[src/rtl/mips_pkg.sv]
// Shared encodings and sizing for the multiply/divide unit.
package mips_pkg;

    localparam int unsigned XLEN      = 32;
    localparam int unsigned MD_CYCLES = 32;
    localparam int unsigned CNT_W     = 6;

    typedef enum logic [2:0] {
        MD_MULT  = 3'd0,
        MD_MULTU = 3'd1,
        MD_DIV   = 3'd2,
        MD_DIVU  = 3'd3,
        MD_MTHI  = 3'd4,
        MD_MTLO  = 3'd5
    } mdop_e;

    typedef enum logic [1:0] {
        ST_IDLE = 2'd0,
        ST_CALC = 2'd1,
        ST_FIX  = 2'd2
    } md_state_e;

    // Per-operation context captured when an arithmetic op is accepted.
    typedef struct packed {
        logic is_div;
        logic is_signed;
        logic sign_q;
        logic sign_r;
        logic divzero;
    } md_ctx_t;

endpackage

[src/rtl/mdu_core.sv]
// Shift-add multiply / restoring divide datapath: one 33-bit add/subtract step per cycle.
module mdu_core #(
    parameter int unsigned WIDTH = 32
) (
    input  logic             clk,
    input  logic             reset,
    input  logic             load,
    input  logic             step,
    input  logic             is_div,
    input  logic [WIDTH-1:0] a_mag,
    input  logic [WIDTH-1:0] b_mag,
    output logic [WIDTH-1:0] acc_hi,
    output logic [WIDTH-1:0] acc_lo
);

    logic [WIDTH-1:0] p;
    logic [WIDTH-1:0] q;
    logic [WIDTH-1:0] m;
    logic             div_q;

    logic [WIDTH:0]   sh;
    logic [WIDTH:0]   add_a;
    logic [WIDTH:0]   add_b;
    logic [WIDTH:0]   sum;
    logic             cout;
    logic [WIDTH-1:0] p_n;
    logic [WIDTH-1:0] q_n;

    // Shared adder: P + (Q[0] ? M : 0) for multiply, shifted R - M for divide (carry = no borrow).
    always_comb begin
        sh    = {p, q[WIDTH-1]};
        add_a = div_q ? sh : {1'b0, p};
        add_b = div_q ? ~{1'b0, m} : {1'b0, (q[0] ? m : '0)};
        {cout, sum} = {1'b0, add_a} + {1'b0, add_b} + {{(WIDTH+1){1'b0}}, div_q};
        if (div_q) begin
            p_n = cout ? sum[WIDTH-1:0] : sh[WIDTH-1:0];
            q_n = {q[WIDTH-2:0], cout};
        end else begin
            p_n = sum[WIDTH:1];
            q_n = {sum[0], q[WIDTH-1:1]};
        end
    end

    always_ff @(posedge clk) begin
        if (reset) begin
            p     <= '0;
            q     <= '0;
            m     <= '0;
            div_q <= 1'b0;
        end else if (load) begin
            p     <= '0;
            q     <= is_div ? a_mag : b_mag;
            m     <= is_div ? b_mag : a_mag;
            div_q <= is_div;
        end else if (step) begin
            p <= p_n;
            q <= q_n;
        end
    end

    assign acc_hi = p;
    assign acc_lo = q;

endmodule

[src/rtl/mdu_hilo.sv]
// Iterative MULT/DIV unit with HI/LO: FSM, sign handling and architectural registers.
module mdu_hilo
    import mips_pkg::*;
#(
    parameter int unsigned WIDTH = XLEN
) (
    input  logic             clk,
    input  logic             reset,
    input  logic [WIDTH-1:0] op1,
    input  logic [WIDTH-1:0] op2,
    input  logic             start,
    input  logic [2:0]       mdop,
    output logic             busy,
    output logic             done,
    output logic [WIDTH-1:0] hi,
    output logic [WIDTH-1:0] lo
);

    md_state_e        state, state_d;
    logic [CNT_W-1:0] cnt, cnt_d;
    md_ctx_t          ctx, ctx_d;
    logic [WIDTH-1:0] raw1, raw1_d;
    logic [WIDTH-1:0] hi_d, lo_d;
    logic             busy_d, done_d;

    logic             load, step, in_div, in_signed;
    logic [WIDTH-1:0] a_mag, b_mag;
    logic [WIDTH-1:0] acc_hi, acc_lo;
    logic [2*WIDTH-1:0] prod;
    logic [WIDTH-1:0] quo, rem;

    mdu_core #(.WIDTH(WIDTH)) u_core (
        .clk    (clk),
        .reset  (reset),
        .load   (load),
        .step   (step),
        .is_div (in_div),
        .a_mag  (a_mag),
        .b_mag  (b_mag),
        .acc_hi (acc_hi),
        .acc_lo (acc_lo)
    );

    // Operand magnitudes and sign fix-up of the raw engine result.
    always_comb begin
        in_signed = (mdop == MD_MULT) || (mdop == MD_DIV);
        in_div    = (mdop == MD_DIV)  || (mdop == MD_DIVU);
        a_mag     = (in_signed && op1[WIDTH-1]) ? -op1 : op1;
        b_mag     = (in_signed && op2[WIDTH-1]) ? -op2 : op2;
        prod      = {acc_hi, acc_lo};
        quo       = acc_lo;
        rem       = acc_hi;
        if (ctx.is_signed && ctx.sign_q) begin
            prod = -prod;
            quo  = -quo;
        end
        if (ctx.is_signed && ctx.sign_r) begin
            rem = -rem;
        end
    end

    // Next-state and registered-output logic.
    always_comb begin
        state_d = state;
        cnt_d   = cnt;
        ctx_d   = ctx;
        raw1_d  = raw1;
        hi_d    = hi;
        lo_d    = lo;
        done_d  = 1'b0;
        load    = 1'b0;
        step    = 1'b0;

        case (state)
            ST_IDLE: begin
                if (start) begin
                    case (mdop)
                        MD_MULT, MD_MULTU, MD_DIV, MD_DIVU: begin
                            load            = 1'b1;
                            cnt_d           = '0;
                            ctx_d.is_div    = in_div;
                            ctx_d.is_signed = in_signed;
                            ctx_d.sign_q    = in_signed & (op1[WIDTH-1] ^ op2[WIDTH-1]);
                            ctx_d.sign_r    = in_signed & op1[WIDTH-1];
                            ctx_d.divzero   = (op2 == '0);
                            raw1_d          = op1;
                            state_d         = ST_CALC;
                        end
                        MD_MTHI: hi_d = op1;
                        MD_MTLO: lo_d = op1;
                        default: ;
                    endcase
                end
            end
            ST_CALC: begin
                step  = 1'b1;
                cnt_d = cnt + CNT_W'(1);
                if (cnt == CNT_W'(MD_CYCLES - 1)) begin
                    state_d = ST_FIX;
                end
            end
            ST_FIX: begin
                if (!ctx.is_div) begin
                    hi_d = prod[2*WIDTH-1:WIDTH];
                    lo_d = prod[WIDTH-1:0];
                end else if (ctx.divzero) begin
                    hi_d = raw1;
                    lo_d = '1;
                end else begin
                    hi_d = rem;
                    lo_d = quo;
                end
                done_d  = 1'b1;
                state_d = ST_IDLE;
            end
            default: state_d = ST_IDLE;
        endcase

        busy_d = (state_d != ST_IDLE);
    end

    always_ff @(posedge clk) begin
        if (reset) begin
            state <= ST_IDLE;
            cnt   <= '0;
            ctx   <= '0;
            raw1  <= '0;
            hi    <= '0;
            lo    <= '0;
            busy  <= 1'b0;
            done  <= 1'b0;
        end else begin
            state <= state_d;
            cnt   <= cnt_d;
            ctx   <= ctx_d;
            raw1  <= raw1_d;
            hi    <= hi_d;
            lo    <= lo_d;
            busy  <= busy_d;
            done  <= done_d;
        end
    end

endmodule
[config.mk]
export PLATFORM = sky130hd
export DESIGN_NAME = mdu_hilo
export DESIGN_NICKNAME = d
export VERILOG_FILES = /design/src/rtl/mips_pkg.sv /design/src/rtl/mdu_core.sv /design/src/rtl/mdu_hilo.sv
export SDC_FILE = /design/constraint.sdc
export NUM_CORES = 1
export LEC_CHECK = 0
export BUFFER_PORTS_ARGS = -buffer_cell sky130_fd_sc_hd__buf_2
export CORE_MARGIN = 2
export CORE_UTILIZATION = 40
export DETAILED_ROUTE_END_ITERATION = 10
export REMOVE_ABC_BUFFERS = 1
export SYNTH_ARGS = -nofsm -noshare
export SYNTH_HDL_FRONTEND = slang
export SYNTH_SLANG_ARGS = --single-unit
[constraint.sdc]
create_clock -name clk -period 5.31 [get_ports clk]
set_input_delay 0 -clock clk [delete_from_list [all_inputs] [get_ports clk]]
set_output_delay 0 -clock clk [all_outputs]
set_load 0.02 [all_outputs]
==> out/results.tsv, run 1 <==
metric	value	unit
Power Density	261	mW/mm^2
Clock Path Buffers	3	
Yosys top cell by area	dfxtp_1	
DRC violations left	0	
Synth top cells by count	nand2_1, a21oi_1, nor2_1	
RSZ-0062 raised after global routing	no	
crit-path max cell delay	0.72	ns
register bit total from synthesis	207	
Max-Cap Viols	0	
P_int	3.16	mW
synthesized area	0.0157	mm^2
Post-synth EDFFs	0	
total number of vias	17100	
Critical Path Fanout Max	45	
final HPWL from detailed placement	45800	um
clock network power share	39.9	%
fin crit period	4.45	ns
WL final	63600	um
CP arrival	4.83	ns
Core Region	0.0387	mm^2
status	finished clean	
Worst-Margin Slew	1.09	ns
hold crit path type	input pin to flop	
Tcrit/Tclk final	83.7	%
reg2reg start	ctx[4]$_SDFFE_PP0P_	
Worst path depth	11	
Die X	202	um
crit start category	flop	
Buf+Inv Stages, Crit Path	1	
Final Max Slew Viols	0	
Starting Density	40.6	%
Hold Crit Start	op2[15]	
Reg clk slew, reported paths	0.06	ns
Setup TNS	0	ns
Sequential Power Share	37.6	%
R2R Path End	u_core.acc_hi[8]$_SDFFE_PP0P_	
H-tree depth	1	
Ys Warns	0	
worst-path cell chain	buf_4 > mux2_2 > ha_1 > a21oi_1 > o21a_1 > o211ai_1 > a21oi_1 > o22ai_1 > or2_2 > a221oi_1 > a221oi_1	
Crit Path Category	flop to flop	
post-synthesis sequential area ratio	26.4	%
cell area after layout	0.0181	mm^2
number of port buffers	135	
share of the synthesized area in the top cell type	26.4	%
largest net degree at the start of global routing	82	
final cell count without fillers	2762	
reg2reg setup slack	0.86	ns
Area contributors post-synth	dfxtp_1, a21oi_1, nand2_1, nor2_1, xnor2_1	
Syn Inst Count	2169	
n_diodes	0	
hold path endpoint	u_core.m[15]$_SDFFE_PP0P_	
Mapped Avg Cell Area	7.25	um^2
I/O pin count	136	
CTS tree	done	
area of the multi-input gates	0.0107	mm^2
vias in the first global route	15900	
count leader, synth	nand2_1	
DP Cell Count	2646	
post-cts gate resize count	0	
Net Switching	1.56	mW
first-pass GRT wire length	96500	um
Syn-to-layout area delta	15.1	%
Starting DRT DRC Count	1919	
CP top delay family	compound AO/OA/AOI/OAI gates	
FP Rows	72	
Max transition margin	27.3	%
initial antenna violation count	0	
Via-to-Cell Ratio	6.18	
ys async rst share	0	%
beginning of the critical path	ctx[4]$_SDFFE_PP0P_	
clock sinks	207	
final setup fails	0	
Pleak	6.85	nW
switching portion of total power	33.0	%
clk root buf	clkbuf_16	
Final Hold Vio Count	0	
critical path required time	5.69	ns
Remaining Overflow, GRT	0	
worst reg-to-reg path cell count	11	
fillcell total	3951	
register area	0.00415	mm^2
Routed Antenna Nets	0	
gr usage total	29.8	%
Worst setup EP type	flop	
peak supply drop	233	uV
Max Freq	225	MHz
worst skew pair latency	0.56	ns
worst hold stages	4	
Num CTS Buffers	26	
layout cells sized above 1	12.3	%
Post-CTS Setup Bufs	0	
highest-delay cell along the critical path	dfxtp_4	
Cell Area, Placed	0.0165	mm^2
Hold Buf Count CTS	69	
height of the die	202	um
Post-synth top flop	dfxtp_1	
wire length per cell	23.0	um
Final Net Count	2333	
Netlist cell types	78	
drt first pass iters	9	
Comb power frac	22.4	%
die area	0.0409	mm^2
clock skew	0.0159	ns
gpl congestion	0.937	
-- worst min-delay path: cells and delay by family --
family                 cells  cell delay, ns
buffers and inverters      1            0.13
XOR/XNOR                   1            0.10
AO/OA/AOI/OAI              2            0.31
-- flip-flops by register name, indices dropped and copies added (netlist names) --
| name | count |
|---|---|
| u_core.acc_hi | 32 |
| u_core.m | 32 |
| state | 2 |
| ctx | 5 |
| cnt | 6 |
| u_core.acc_lo | 32 |
| lo | 32 |
| hi | 32 |
| done | 1 |
| busy | 1 |
| raw1 | 32 |
-- layer usage --
metal | up-vias | share of wire (%) | wire length [um] | track usage [%]
met5 | - | 0 | 0 | 0
met2 | 803 | 44 | 28300 | 46.7
li1 | 7998 | - | - | -
met1 | 8155 | 44 | 28200 | 42.6
met4 | 0 | 3.0 | 1930 | 9.31
met3 | 115 | 8.2 | 5180 | 3.64
-- cells in the final DEF, fill, tap and decap left out, types with 10 or more instances in the layout --
cell type,instances
a211oi_1,32
a22oi_1,16
a21oi_1,254
a311oi_1,10
or3_1,18
buf_2,134
and2_1,11
o211ai_1,22
dlygate4sd3_1,69
inv_1,29
xor2_1,76
nand3_1,25
mux2_2,24
nand2b_1,15
nand2_1,287
clkbuf_16,26
nor2_1,211
mux2i_1,41
xnor2_1,87
a21o_1,17
o31ai_1,21
o22ai_1,22
and3_1,16
ha_1,36
o221ai_1,39
dfxtp_1,206
buf_4,29
nand4_1,16
nor3_1,56
a221oi_1,47
nor4_1,23
o21ai_0,145
a31oi_1,25
-- power groups by stage --
stage               Combinational (mW)  Clock, mW  Sequential (mW)
CTS                               1.04       1.91             1.77
detailed placement               0.991          0             1.80
finish                            1.06       1.88             1.78
global placement                 0.987          0             1.80
floorplan                        0.631          0             1.77
global route                      1.14       1.96             1.79
-- per-stage QoR --
stage	total power, mW	util [%]	hold WS (ns)	setup slack [ns]
CTS	4.71	46.7	0.00423	0.912
finish	4.72	46.7	0.0201	0.865
global placement	2.79	42.6	0.280	1.04
detailed placement	2.79	42.6	0.289	0.956
floorplan	2.40	-	0.0691	-2.41
global route	4.89	46.7	0.0561	0.585
-- cell type report --
| type | instances | area share [%] |
|---|---|---|
| sequential | 207 | 22.9 |
| inverter | 30 | 0.622 |
| tap | 518 | 3.58 |
| clock inverter | 10 | 0.892 |
| multi-input combinational | 1727 | 59.2 |
| timing repair buffer | 233 | 8.79 |
| clock buffer | 37 | 4.04 |
-- how the worst max path moves through the flow --
stage,end,slack (ns)
global route,u_core.acc_hi[28]$_SDFFE_PP0P_,0.59
finish,u_core.acc_hi[8]$_SDFFE_PP0P_,0.86
floorplan,u_core.acc_hi[5]$_SDFFE_PP0P_,-2.41
global placement,u_core.acc_hi[8]$_SDFFE_PP0P_,1.04
detailed placement,u_core.acc_hi[28]$_SDFFE_PP0P_,0.96
CTS,u_core.acc_hi[28]$_SDFFE_PP0P_,0.91
-- cell families (layout without fill, tap and decap cells) --
kind of cell	after synthesis	in the layout	synth area share, %
buffers and inverters	235	310	5.87
XOR/XNOR	163	163	9.08
multiplexers	65	65	4.33
adder cells (fa/ha/maj)	38	38	3.12
AND/OR/NAND/NOR	740	740	22.1
AO/OA/AOI/OAI	721	721	29.2
flip-flops	207	207	26.4
(Power assumes the default switching activity.)
==> inputs of run 2 (changes only) <==
- clock period: 5.31 -> 4 ns (I/O delays scaled with it)
==> run 2 against run 1 <==
- wire length is 0.72% higher
- clock skew is 0.00055 ns higher
- combinational power is 39% higher
- critical endpoint is now u_core.acc_hi[30]$_SDFFE_PP0P_
- design area is 2.8% higher
- largest cell class unchanged
- global-route usage is 0.41 points higher
==> out/results.tsv, run 2 (synthesis gave the netlist of run 1 again) <==
metric	value	unit	change
worst hold stages	4		unchanged
Post-CTS Setup Bufs	0		unchanged
register area	0.00415	mm^2	unchanged
clock skew	0.0164	ns	was 0.0159 ns
hold crit path type	input pin to flop		unchanged
worst skew pair latency	0.56	ns	about the same
I/O pin count	136		unchanged
Power Density	344	mW/mm^2	was 261 mW/mm^2
Reg clk slew, reported paths	0.06	ns	about the same
number of port buffers	135		unchanged
drt first pass iters	8		was 9
Tcrit/Tclk final	95.2	%	was 83.7%
critical path required time	4.44	ns	was 5.69 ns
Max transition margin	22.7	%	was 27.3%
RSZ-0062 raised after global routing	no		unchanged
fin worst setup slack	0.194	ns	was 0.865 ns
largest net degree at the start of global routing	68		was 82
worst reg-to-reg path cell count	13		was 11
height of the die	202	um	unchanged
fillcell total	3879		was 3,951
n_diodes	0		unchanged
commonest non-fill, non-tap cell in the layout	nand2_1		unchanged
CP arrival	4.25	ns	was 4.83 ns
Critical Path Fanout Max	15		was 45
FP Rows	72		unchanged
fin crit period	3.81	ns	was 4.45 ns
status	finished clean		unchanged
CTS tree	done		unchanged
Remaining Overflow, GRT	0		unchanged
post-place setup slack	0.234	ns	was 0.956 ns
final setup fails	0		unchanged
Max-Cap Viols	0		unchanged
Syn-to-layout area delta	18.3	%	was 15.1%
most frequent cells in the layout	nand2_1, a21oi_1, nor2_1		unchanged
area of the multi-input gates	0.0107	mm^2	unchanged
Clock Path Buffers	3		unchanged
Core Region	0.0387	mm^2	unchanged
peak supply drop	278	uV	was 233 uV
Num CTS Buffers	26		unchanged
clk root buf	clkbuf_16		unchanged
Starting Density	40.6	%	unchanged
Die X	202	um	unchanged
WL final	64000	um	was 63,600 um
wire length per cell	22.7	um	was 23.0 um
layout cells sized above 1	14.5	%	was 12.3%
Worst setup EP type	flop		unchanged
DRC violations left	0		unchanged
gpl congestion	0.952		was 0.937
die area	0.0409	mm^2	unchanged
Max Freq	263	MHz	was 225 MHz
total number of vias	17300		was 17.1k
total power of the final layout	6.40	mW	was 4.72 mW
Final Max Slew Viols	0		unchanged
initial antenna violation count	0		unchanged
Final Hold Vio Count	0		unchanged
gr usage total	30.3	%	was 29.8%
Worst-Margin Slew	1.16	ns	was 1.09 ns
final HPWL from detailed placement	46700	um	was 45,800 um
vias in the first global route	16500		was 15.9k
Pleak	7.16	nW	was 6.85 nW
Starting DRT DRC Count	1964		was 1,919
clock sinks	207		unchanged
Via-to-Cell Ratio	6.14		was 6.18
Routed Antenna Nets	0		unchanged
crit start category	flop		unchanged
Final Net Count	2389		was 2,333
H-tree depth	1		unchanged
first-pass GRT wire length	97400	um	was 96,500 um
Crit Path Category	flop to flop		unchanged
[run 2: power breakdown]
part           total, mW  leakage, nW  internal [mW]  switching, mW
logic               1.47         5.02          0.546          0.927
clock network       2.58        0.459           1.58          0.994
registers           2.35         1.69           2.17          0.179
total               6.40         7.16           4.30           2.10
[run 2: critical path: stages (launching register included)]
cell and delay, ns:
dfxtp_4 0.50, buf_4 0.27, mux2i_1 0.14, fa_1 0.45
fa_1 0.43, nand2b_1 0.19, a21oi_1 0.25, o21ai_0 0.21
a21o_1 0.22, a21oi_1 0.32, a31oi_1 0.16, xnor2_1 0.17
a221oi_1 0.26, o22ai_1 0.11
[run 2: final cells by class]
cell class / count / area share (%)
Inverter: 30 / 0.605
Sequential cell: 207 / 22.3
Tap cell: 518 / 3.48
Multi-Input combinational cell: 1727 / 57.6
Timing Repair Buffer: 289 / 11.1
Clock inverter: 11 / 0.874
Clock buffer: 37 / 4.10
[run 2: per-stage QoR]
| step | TNS, ns | instances | util [%] | hold slack, ns | instance area (um^2) |
|---|---|---|---|---|---|
| 2_1_floorplan | -163.87 | 1964 | - | 0.0691 | 14900 |
| 3_3_place_gp | 0 | 2701 | 43.8 | 0.275 | 17000 |
| 4_1_cts | 0 | 2819 | 48.0 | 0.00250 | 18600 |
| 3_5_place_dp | 0 | 2701 | 43.8 | 0.281 | 17000 |
| 5_1_grt | 0 | 2819 | 48.0 | 0.0381 | 18600 |
| 6_report | 0 | 2819 | 48.0 | 0.0152 | 18600 |
[run 2: final timing paths]
path	slack, ns	to	from
worst min register to register	0.45	hi[9]$_SDFFE_PP0P_	hi[9]$_SDFFE_PP0P_
worst max-delay path	0.19	u_core.acc_hi[30]$_SDFFE_PP0P_	ctx[4]$_SDFFE_PP0P_
worst max register to register	0.19	u_core.acc_hi[30]$_SDFFE_PP0P_	ctx[4]$_SDFFE_PP0P_
worst min-delay path	0.02	u_core.m[3]$_SDFFE_PP0P_	op2[3]
[run 2: layer usage]
layer / up-vias / part of all wire (%) / global-route usage, %
li1: 8126 / - / -
met1: 8220 / 43 / 41.1
met2: 831 / 45 / 48.8
met3: 137 / 8.6 / 4.48
met4: 0 / 3.2 / 10.6
met5: - / 0 / 0
[run 2: repair_timing]
| action | in CTS | in global routing |
|---|---|---|
| setup endpoints to repair | 0 | 2 |
| hold endpoints to repair | 133 | 0 |
| gates resized for setup | 0 | 1 |
| hold buffers | 70 | 0 |
==> inputs of run 3 (changes only) <==
- clock period: 4 -> 4.8 ns (I/O delays scaled with it)
==> run 3 against run 2 <==
- critical path depth is 1 higher
- largest power group unchanged
- cell count is 1.7% lower
- critical path type unchanged
- setup slack better by 0.35 ns
- core utilization is 1.2 points lower
- power is 19% lower
- design area is 2.4% lower
- sequential share of layout area is 0.55 points higher
- fmax is 11% lower
- die area stayed put
- flip-flop and latch count stayed put
- combinational power is 20% lower
==> out/results.tsv, run 3 (synthesis gave the netlist of run 1 again) <==
metric	value	unit	change
Starting Density	40.6	%	unchanged
vias in the first global route	16200		was 16.5k
DP Cell Count	2656		was 2,701
Hold Buf Count CTS	68		was 70
Core Region	0.0387	mm^2	unchanged
register area	0.00415	mm^2	unchanged
Die X	202	um	unchanged
drt first pass iters	7		was 8
final setup fails	0		unchanged
clk root buf	clkbuf_16		unchanged
Post-CTS Setup Bufs	0		unchanged
die area	0.0409	mm^2	unchanged
number of port buffers	135		unchanged
Clock Path Buffers	3		unchanged
clock skew	0.0178	ns	was 0.0164 ns
critical path required time	5.25	ns	was 4.44 ns
Routed Antenna Nets	0		unchanged
RSZ-0062 raised after global routing	no		unchanged
Power Density	284	mW/mm^2	was 344 mW/mm^2
Num CTS Buffers	27		was 26
Final Max Slew Viols	0		unchanged
total number of vias	17100		was 17.3k
CP arrival	4.71	ns	was 4.25 ns
Setup TNS	0	ns	unchanged
FP Rows	72		unchanged
Max transition margin	29.2	%	was 22.7%
Final Net Count	2343		was 2,389
fin worst setup slack	0.541	ns	was 0.194 ns
Worst setup EP type	flop		unchanged
crit start category	flop		unchanged
gpl congestion	0.944		was 0.952
commonest non-fill, non-tap cell in the layout	nand2_1		unchanged
worst skew pair latency	0.57	ns	was 0.56 ns
post-place setup slack	0.635	ns	was 0.234 ns
Syn-to-layout area delta	15.5	%	was 18.3%
hold crit path type	input pin to flop		unchanged
Crit Path Category	flop to flop		unchanged
worst hold slack	0.0352	ns	was 0.0152 ns
Reg clk slew, reported paths	0.06	ns	about the same
Remaining Overflow, GRT	0		unchanged
Starting DRT DRC Count	1715		was 1,964
Max Freq	235	MHz	was 263 MHz
fin crit period	4.26	ns	was 3.81 ns
height of the die	202	um	unchanged
DRC violations left	0		unchanged
peak supply drop	242	uV	was 278 uV
first-pass GRT wire length	96600	um	was 97,400 um
WL final	63100	um	was 64,000 um
largest net degree at the start of global routing	139		was 68
Via-to-Cell Ratio	6.17		was 6.14
Max-Cap Viols	0		unchanged
post-cts gate resize count	0		unchanged
Tcrit/Tclk final	88.7	%	was 95.2%
initial antenna violation count	1		was 0
total power of the final layout	5.15	mW	was 6.40 mW
status	finished clean		unchanged
Worst-Margin Slew	1.06	ns	was 1.16 ns
n_diodes	0		unchanged
wire length per cell	22.8	um	was 22.7 um
layout cells sized above 1	12.9	%	was 14.5%
clock sinks	207		unchanged
most frequent cells in the layout	nand2_1, a21oi_1, nor2_1		unchanged
fillcell total	3953		was 3,879
CTS tree	done		unchanged
final cell count without fillers	2771		was 2,819
Critical Path Fanout Max	10		was 15
Final Hold Vio Count	0		unchanged
area of the multi-input gates	0.0107	mm^2	unchanged
H-tree depth	1		unchanged
final HPWL from detailed placement	45100	um	was 46,700 um
Pleak	6.90	nW	was 7.16 nW
I/O pin count	136		unchanged
gr usage total	29.9	%	was 30.3%
-- run 3: cell types whose count changed in the layout (fill, tap and decap cells not counted), sizes merged --
cell	previous run	this run
clkbuf	37	35
inv	30	32
buf	219	174
clkinv	7	9
bufinv	4	1
dlygate4sd3	70	68
-- run 3: area by class of cell --
| cell class | count | area share [%] |
|---|---|---|
| Clock buffer | 35 | 4.16 |
| Clock inverter | 12 | 0.565 |
| Inverter | 30 | 0.620 |
| Multi-Input combinational cell | 1727 | 59.0 |
| Sequential cell | 207 | 22.8 |
| Tap cell | 518 | 3.57 |
| Timing Repair Buffer | 242 | 9.26 |
-- run 3: power breakdown --
| group | internal (mW) | switching (mW) |
|---|---|---|
| clock | 1.16 | 0.848 |
| combinational | 0.426 | 0.752 |
| sequential | 1.81 | 0.157 |
| total | 3.39 | 1.76 |
-- run 3: through the flow --
stage / utilization, % / instance area (um^2)
6_report: 46.9 / 18200
5_1_grt: 46.9 / 18200
4_1_cts: 46.9 / 18200
3_5_place_dp: 42.9 / 16600
3_3_place_gp: 42.9 / 16600
2_1_floorplan: - / 14900
-- run 3: routing by layer --
layer | wire length, um | part of all wire, % | track usage (%) | vias to the layer above
met1 | 27400 | 43 | 41.7 | 8102
li1 | - | - | - | 8050
met2 | 27900 | 44 | 46.7 | 795
met5 | 13 | 0.021 | 0 | -
met3 | 5100 | 8.1 | 3.60 | 144
met4 | 2640 | 4.2 | 12.6 | 2
-- run 3: final timing paths --
check | from | end | cells after the start | slack (ns)
worst max register to register | u_core.acc_lo[0]$_SDFFE_PP0P_ | u_core.acc_hi[28]$_SDFFE_PP0P_ | 14 | 0.54
worst min register to register | hi[9]$_SDFFE_PP0P_ | hi[9]$_SDFFE_PP0P_ | 2 | 0.45
worst min-delay path | op2[8] | u_core.m[8]$_SDFFE_PP0P_ | 4 | 0.04
worst max-delay path | u_core.acc_lo[0]$_SDFFE_PP0P_ | u_core.acc_hi[28]$_SDFFE_PP0P_ | 14 | 0.54
-- run 3: worst max-delay path, stage by stage (launching register included) --
cell and delay [ns]:
dfxtp_1 0.47, inv_1 0.19, nor2_2 0.44, mux2i_1 0.20
fa_1 0.46, fa_1 0.41, nand2b_1 0.19, a21oi_1 0.25
o21ai_0 0.21, nand2_1 0.19, a31oi_1 0.16, o21ai_0 0.41
xnor2_1 0.20, o21ai_0 0.11, o221a_2 0.25
